$ cat config.mk
export PLATFORM = sky130hd
export DESIGN_NAME = comp_share_arb
export DESIGN_NICKNAME = d
export VERILOG_FILES = /design/src/rtl/comp_share_arb.sv
export SDC_FILE = /design/constraint.sdc
export NUM_CORES = 1
export LEC_CHECK = 0
export BUFFER_PORTS_ARGS = -buffer_cell sky130_fd_sc_hd__buf_4
export CAP_MARGIN = 20
export CORE_UTILIZATION = 53
export DETAILED_ROUTE_END_ITERATION = 8
export PLACE_DENSITY = 0.83
export REMOVE_ABC_BUFFERS = 1
export SYNTH_ARGS = -nofsm -noshare
export SYNTH_HDL_FRONTEND = slang
export SYNTH_SLANG_ARGS = --single-unit
export TNS_END_PERCENT = 10
$ cat constraint.sdc
create_clock -name clk -period 3.25 [get_ports clk]
set_input_delay 0.65 -clock clk [delete_from_list [all_inputs] [get_ports clk]]
set_output_delay 0.65 -clock clk [all_outputs]
set_load 0.01 [all_outputs]
$ cat src/rtl/comp_share_arb.sv
// One magnitude comparator shared round-robin by two requesters: grant, compare, respond.
// Define COMP_SHARE_SIGNED_EN to compare operands as two's complement instead of unsigned.
module comp_share_arb #(
    parameter int DATA_WIDTH = 8
) (
    input  logic                  clk,
    input  logic                  rst,
    input  logic                  req0,
    input  logic [DATA_WIDTH-1:0] a0,
    input  logic [DATA_WIDTH-1:0] b0,
    input  logic                  req1,
    input  logic [DATA_WIDTH-1:0] a1,
    input  logic [DATA_WIDTH-1:0] b1,
    output logic                  gnt0,
    output logic                  gnt1,
    output logic                  res_valid,
    output logic                  res_id,
    output logic                  gt,
    output logic                  lt,
    output logic                  eq
);

    typedef enum logic [1:0] {
        IDLE = 2'd0,
        CMP  = 2'd1,
        RESP = 2'd2
    } state_t;

    state_t                  state_q;
    logic                    last_id_q;
    logic [DATA_WIDTH-1:0]   a_q;
    logic [DATA_WIDTH-1:0]   b_q;
    logic                    gnt0_q;
    logic                    gnt1_q;
    logic                    res_valid_q;
    logic                    res_id_q;
    logic                    gt_q;
    logic                    lt_q;
    logic                    eq_q;

    logic                    win_d;
    logic [DATA_WIDTH-1:0]   a_d;
    logic [DATA_WIDTH-1:0]   b_d;
    logic                    gt_d;
    logic                    lt_d;
    logic                    eq_d;

    // On a tie the requester that was not served last wins.
    always_comb begin
        win_d = 1'b0;
        if (req0 && req1) begin
            win_d = ~last_id_q;
        end else begin
            win_d = req1;
        end
        a_d = win_d ? a1 : a0;
        b_d = win_d ? b1 : b0;
    end

    always_comb begin
        eq_d = (a_q == b_q);
`ifdef COMP_SHARE_SIGNED_EN
        gt_d = ($signed(a_q) > $signed(b_q));
        lt_d = ($signed(a_q) < $signed(b_q));
`else
        gt_d = (a_q > b_q);
        lt_d = (a_q < b_q);
`endif
    end

    always_ff @(posedge clk or posedge rst) begin
        if (rst) begin
            state_q     <= IDLE;
            last_id_q   <= 1'b1;
            a_q         <= '0;
            b_q         <= '0;
            gnt0_q      <= 1'b0;
            gnt1_q      <= 1'b0;
            res_valid_q <= 1'b0;
            res_id_q    <= 1'b0;
            gt_q        <= 1'b0;
            lt_q        <= 1'b0;
            eq_q        <= 1'b0;
        end else begin
            gnt0_q      <= 1'b0;
            gnt1_q      <= 1'b0;
            res_valid_q <= 1'b0;
            case (state_q)
                IDLE: begin
                    if (req0 || req1) begin
                        a_q       <= a_d;
                        b_q       <= b_d;
                        last_id_q <= win_d;
                        gnt0_q    <= ~win_d;
                        gnt1_q    <= win_d;
                        state_q   <= CMP;
                    end
                end
                CMP: begin
                    gt_q        <= gt_d;
                    lt_q        <= lt_d;
                    eq_q        <= eq_d;
                    res_id_q    <= last_id_q;
                    res_valid_q <= 1'b1;
                    state_q     <= RESP;
                end
                RESP: begin
                    // Spacer cycle so grants are at least three clocks apart.
                    state_q <= IDLE;
                end
                default: begin
                    state_q <= IDLE;
                end
            endcase
        end
    end

    assign gnt0      = gnt0_q;
    assign gnt1      = gnt1_q;
    assign res_valid = res_valid_q;
    assign res_id    = res_id_q;
    assign gt        = gt_q;
    assign lt        = lt_q;
    assign eq        = eq_q;

endmodule
Word-level counts from Yosys, hierarchy flattened

Cells that the tools add are included.

Magnitude comparators: 2
Equal/unequal tests: 3
Muxes and demuxes: 10
Bitwise logic cells: 2
Reductions and logical operators: 4

Operators by type and width:

| cell                                                                   | number |
|---|---|
| 8-bit 2-to-1 mux                                                       | 2 |
| 8-bit equality test                                                    | 1 |
| 8-bit > comparator                                                     | 1 |
| 8-bit < comparator                                                     | 1 |
| 1-bit 2-to-1 mux                                                       | 6 |
| 2-bit case mux with 2 select lines                                     | 1 |
| 2-bit by 1-bit equality test with 1-bit output (second input constant) | 1 |
| 2-bit logical NOT                                                      | 1 |
| 2-bit 2-to-1 mux                                                       | 1 |
| 2-bit != test (second input constant)                                  | 1 |
| 1-bit inverter                                                         | 2 |
| 2-bit AND reduction                                                    | 1 |
| 1-bit logical AND                                                      | 1 |
| 1-bit logical OR                                                       | 1 |

Register bits: 26
Input bits: 36
Output and inout port bits: 7
Word-level logic and storage cells: 32

Depth between registers and ports, before layout

Depth in word-level cells: 5
Mapped depth: 6
Mapped depth without buffers: 6

Worst setup path after synthesis

No wires, ideal clock.

Kind: register to register
Start: register a_q[6]
End: register gt_q, in the netlist gt
Setup time: 0.123 ns
Data arrival time: 1.414 ns
Data required time: 3.127 ns
Slack: 1.713 ns
Stages on the path, launching flop included: 6
Buffers on the path: 0
Clock period less this slack: 1.537 ns
Path through: dfrtp_1 -> ha_1 -> a21oi_1 -> o21ai_0 -> or3_1 -> o221a_2

Cells in the longest elaborated chain, start to end: 1

RTL lines:

| what                   | line | text |
|---|---|---|
| from (decl)            | 31   | `logic [DATA_WIDTH-1:0] a_q;` |
| from (signal assigned) | 75   | `a_q <= '0;` |
| from (signal assigned) | 91   | `a_q <= a_d;` |
| 8-bit > comparator     | 66   | `gt_d = (a_q > b_q);` |
| to (signal assigned)   | 100  | `gt_q <= gt_d;` |
| to (decl)              | 37   | `logic gt_q;` |

No other way between the ends.
A chain may end at the register's enable or synchronous reset.

Final worst setup path

Start: input req0
End: register b_q[4]

Cells in the longest elaborated chain, start to end: 3
Elaborated cells between the ends (all ways): 5

RTL lines:

| what                 | line | text |
|---|---|---|
| from (decl)          | 8    | `input logic req0,` |
| 1-bit logical AND    | 51   | `if (req0 && req1) begin` |
| 1-bit 2-to-1 mux     | 51   |  |
| 8-bit 2-to-1 mux     | 57   | `b_d = win_d ? b1 : b0;` |
| to (signal assigned) | 76   | `b_q <= '0;` |
| to (signal assigned) | 92   | `b_q <= b_d;` |
| to (decl)            | 32   | `logic [DATA_WIDTH-1:0] b_q;` |

Parallel ways exist; a longest one is shown, timed or not.

==> summary.txt <==
Critical path
  • Reg2Reg Depth: 4
  • CP Class: primary input to flop
  • R2R Setup Slk: 1570 ps
  • Critical R2R Launch: last_id_q$_DFFE_PP1P_
  • CP Data Required Time: roughly 3400 ps
  • Type of origin of the critical path: primary input
  • Reg-to-reg endpoint: b_q[4]$_DFFE_PP0P_
  • Worst EP arrival: 1890 ps
  • Critical Path Fanout Max: 12
  • CP endpoint kind: flop

Drt
  • Final WL: 2.487 mm
  • DR iter-0 viols: 12
  • Remaining antenna violation count: 0
  • Routed length per instance: 12.56 µm
  • Via Count: just over 1k
  • Drt drc: 0
  • Vias/cell: ~5.1
  • Drt first pass iters: 4

Power and ir drop
  • Int Power: 0.8878 mW
  • Switch share: 0.3670
  • Switching pwr: 0.5147 mW
  • P per Cell Area: 823.0 nW/µm²
  • Sequential power share: 0.401
  • Clock share of power: 0.158
  • Peak VDD IR: slightly above 0.0005 V
  • Comb pwr share: 0.440
  • P_leak: 0.8876 nW

Yosys
  • YS warnings: 0
  • Post-Syn Area per Cell: 10.34 µm²
  • Post-synth cell types: 25
  • Post-Syn Area: 1302 µm²
  • Mapped Cells: 126
  • Leading area contributor after synthesis: dfrtp_1
  • Largest cells by area after synthesis: dfrtp_1 (48%), mux2i_1 (12%), ha_1 (7.7%), nand2_1 (4.6%), a21oi_1 (4.2%)
  • Seq/Total Area, Yosys: 0.5005
  • #FFs+latches synth: 26
  • Share of the synthesized area in the top cell type: 0.4803

GRT
  • All-Layer GR Usage: 0.2173
  • Total gr overflow: 0
  • Global-route wire length before repair: 4.250 mm
  • Initial antenna violation count: 0
  • Vias in the first global route: 1017
  • Largest net degree at the start of global routing: 27

STA
  • Hold Slack: 190.5 ps
  • Final worst slack: 1555 ps
  • Final worst-path cycle share: 0.5215
  • Clk_skew: 1.257 ps
  • Final setup fails: 0
  • Final Hold Viols: 0
  • Fmax: a little under 600 MHz
  • Setup_tns: 0 ps
  • Worst Tran Pin Value: 696.9 ps
  • Period minus WS final: approximately 1700 ps
  • Slew HR: 0.5353
  • Slew Viols, Final: 0
  • RSZ-0062 raised after global routing: false

Clock tree
  • Clock Path Buffers: 2
  • TritonCTS clock tree: yes
  • Post-CTS sizing: 0
  • Number of H-tree levels: 1
  • Clock Latency Late Sink: 320 ps
  • Setup bufs post-CTS: 0
  • CTS Sinks: 26
  • Clk slew on worst S/H paths: 140 ps
  • Root buffer cell: clkbuf_4
  • Hold-fix buffers, CTS: 0
  • TritonCTS Buffers: 3

Final layout
  • ANT cells: 0
  • Commonest non-fill, non-tap cells in the layout: buf_4 (43), dfrtp_1 (25), mux2i_1 (16), nand2_1 (16), inv_1 (12)
  • Fin nets: 215
  • Commonest non-fill, non-tap cell in the layout: buf_4
  • Fillcell total: 176
  • Layout cell share with drive strength beyond 1: 0.3235
  • Layout area overhead: 30.84%
  • Non-Filler Instances: 198
  • Design area: around 1700 µm²

Placed design
  • Placed cells: 193
  • Placed cell areas: between 1500 and 2000 µm²
  • Buffers added on ports: 42
  • GP Congestion: between 0.7 and 0.8
  • DP Worst Slack: 1158 ps
  • HPWL after detailed placement: 1.881 mm

Outcome
  • Status: finished clean

Floorplan
  • IO Pins: between 40 and 50
  • # rows: 17
  • Core box area: about 2300 µm²
  • Die Ht: 51.58 µm
  • Die area: 2660 µm²
  • Die Wd: 51.58 µm
  • Starting density of the core: 0.5777

Worst hold path
  • Hold crit path type: primary input to async pin

Run
  • Max-Cap Viols: 0
## how the worst max path moves through the flow
stage                                     start                  to  slack [ps]  depth (start not counted)
final                                      req0  b_q[4]$_DFFE_PP0P_        1560                          5
after global routing      last_id_q$_DFFE_PP1P_  b_q[4]$_DFFE_PP0P_        1450                          4
after CTS                                  req0  b_q[4]$_DFFE_PP0P_        1520                          5
after detailed placement                   req0  b_q[4]$_DFFE_PP0P_        1160                          5
after global placement                     req0  b_q[0]$_DFFE_PP0P_        1260                          5
after floorplan                            req1  a_q[0]$_DFFE_PP0P_        1420                          3
## final cells by class
| cell class | instances | area [µm²] | area share |
|---|---|---|---|
| clock buffer | 3 | 22.52 | 0.01322 |
| clock inverter | 1 | 30.03 | 0.01762 |
| inverter | 13 | 48.80 | 0.02863 |
| multi-input combinational | 83 | 565.5 | 0.3319 |
| sequential | 26 | 651.9 | 0.3825 |
| tap | 28 | 35.03 | 0.02056 |
| timing repair buffer | 44 | 350.3 | 0.2056 |
## synthesized netlist by cell type (all sizes together)
master and instances:
ha 8, a21boi 1, or4 1, buf 4, mux2i 16, nor2b 1, or3 1, nor2 10
nand2b 1, o221a 1, and2 1, dfstp 1, a21oi 11, nand2 16, dfrtp 25, inv 13
o21ai 11, o21bai 1, a21o 1, nand4 2
## power by group through the flow
| stage | Combinational, mW | Sequential (mW) | Clock, mW |
|---|---|---|---|
| after floorplan | 0.414 | 0.566 | 0 |
| after global placement | 0.582 | 0.565 | 0 |
| after detailed placement | 0.610 | 0.571 | 0 |
| after CTS | 0.622 | 0.564 | 0.224 |
| after global routing | 0.717 | 0.577 | 0.238 |
| final | 0.618 | 0.563 | 0.222 |
## metrics by stage
| stage | total power [mW] | util |
|---|---|---|
| after floorplan | 0.9795 | - |
| after global placement | 1.146 | 0.7203 |
| after detailed placement | 1.181 | 0.7203 |
| after CTS | 1.410 | 0.7436 |
| after global routing | 1.532 | 0.7558 |
| final | 1.402 | 0.7558 |
## metal layers
| layer | routed length, µm | GRT usage |
|---|---|---|
| met3 | 90 | 0.02632 |
| met2 | 1296 | 0.3896 |
| met1 | 1076 | 0.2712 |
| met5 | 0 | 0 |
| met4 | 23 | 0.06757 |
## critical path: stages
cell and delay, ps:
buf_4 120, a21boi_2 440, buf_4 330, mux2i_1 240, o21ai_0 100
## sequential cells by signal, indices dropped and copies added, names as in the netlist
signal	flops
state_q	2
lt	1
b_q	8
gt	1
gnt0	1
gnt1	1
eq	1
res_valid	1
res_id	1
last_id_q	1
a_q	8
## cells by family after synthesis
kind of cell	count (synthesis)	share of synthesized area
and+or+nand+nor	33	0.1182
adders and majority gates	8	0.07685
DFF	26	0.5005
muxes	16	0.1230
AOI/OAI and AO/OA	26	0.1162
buffers and inverters	17	0.06531
Power figures use the tool's default switching activity.
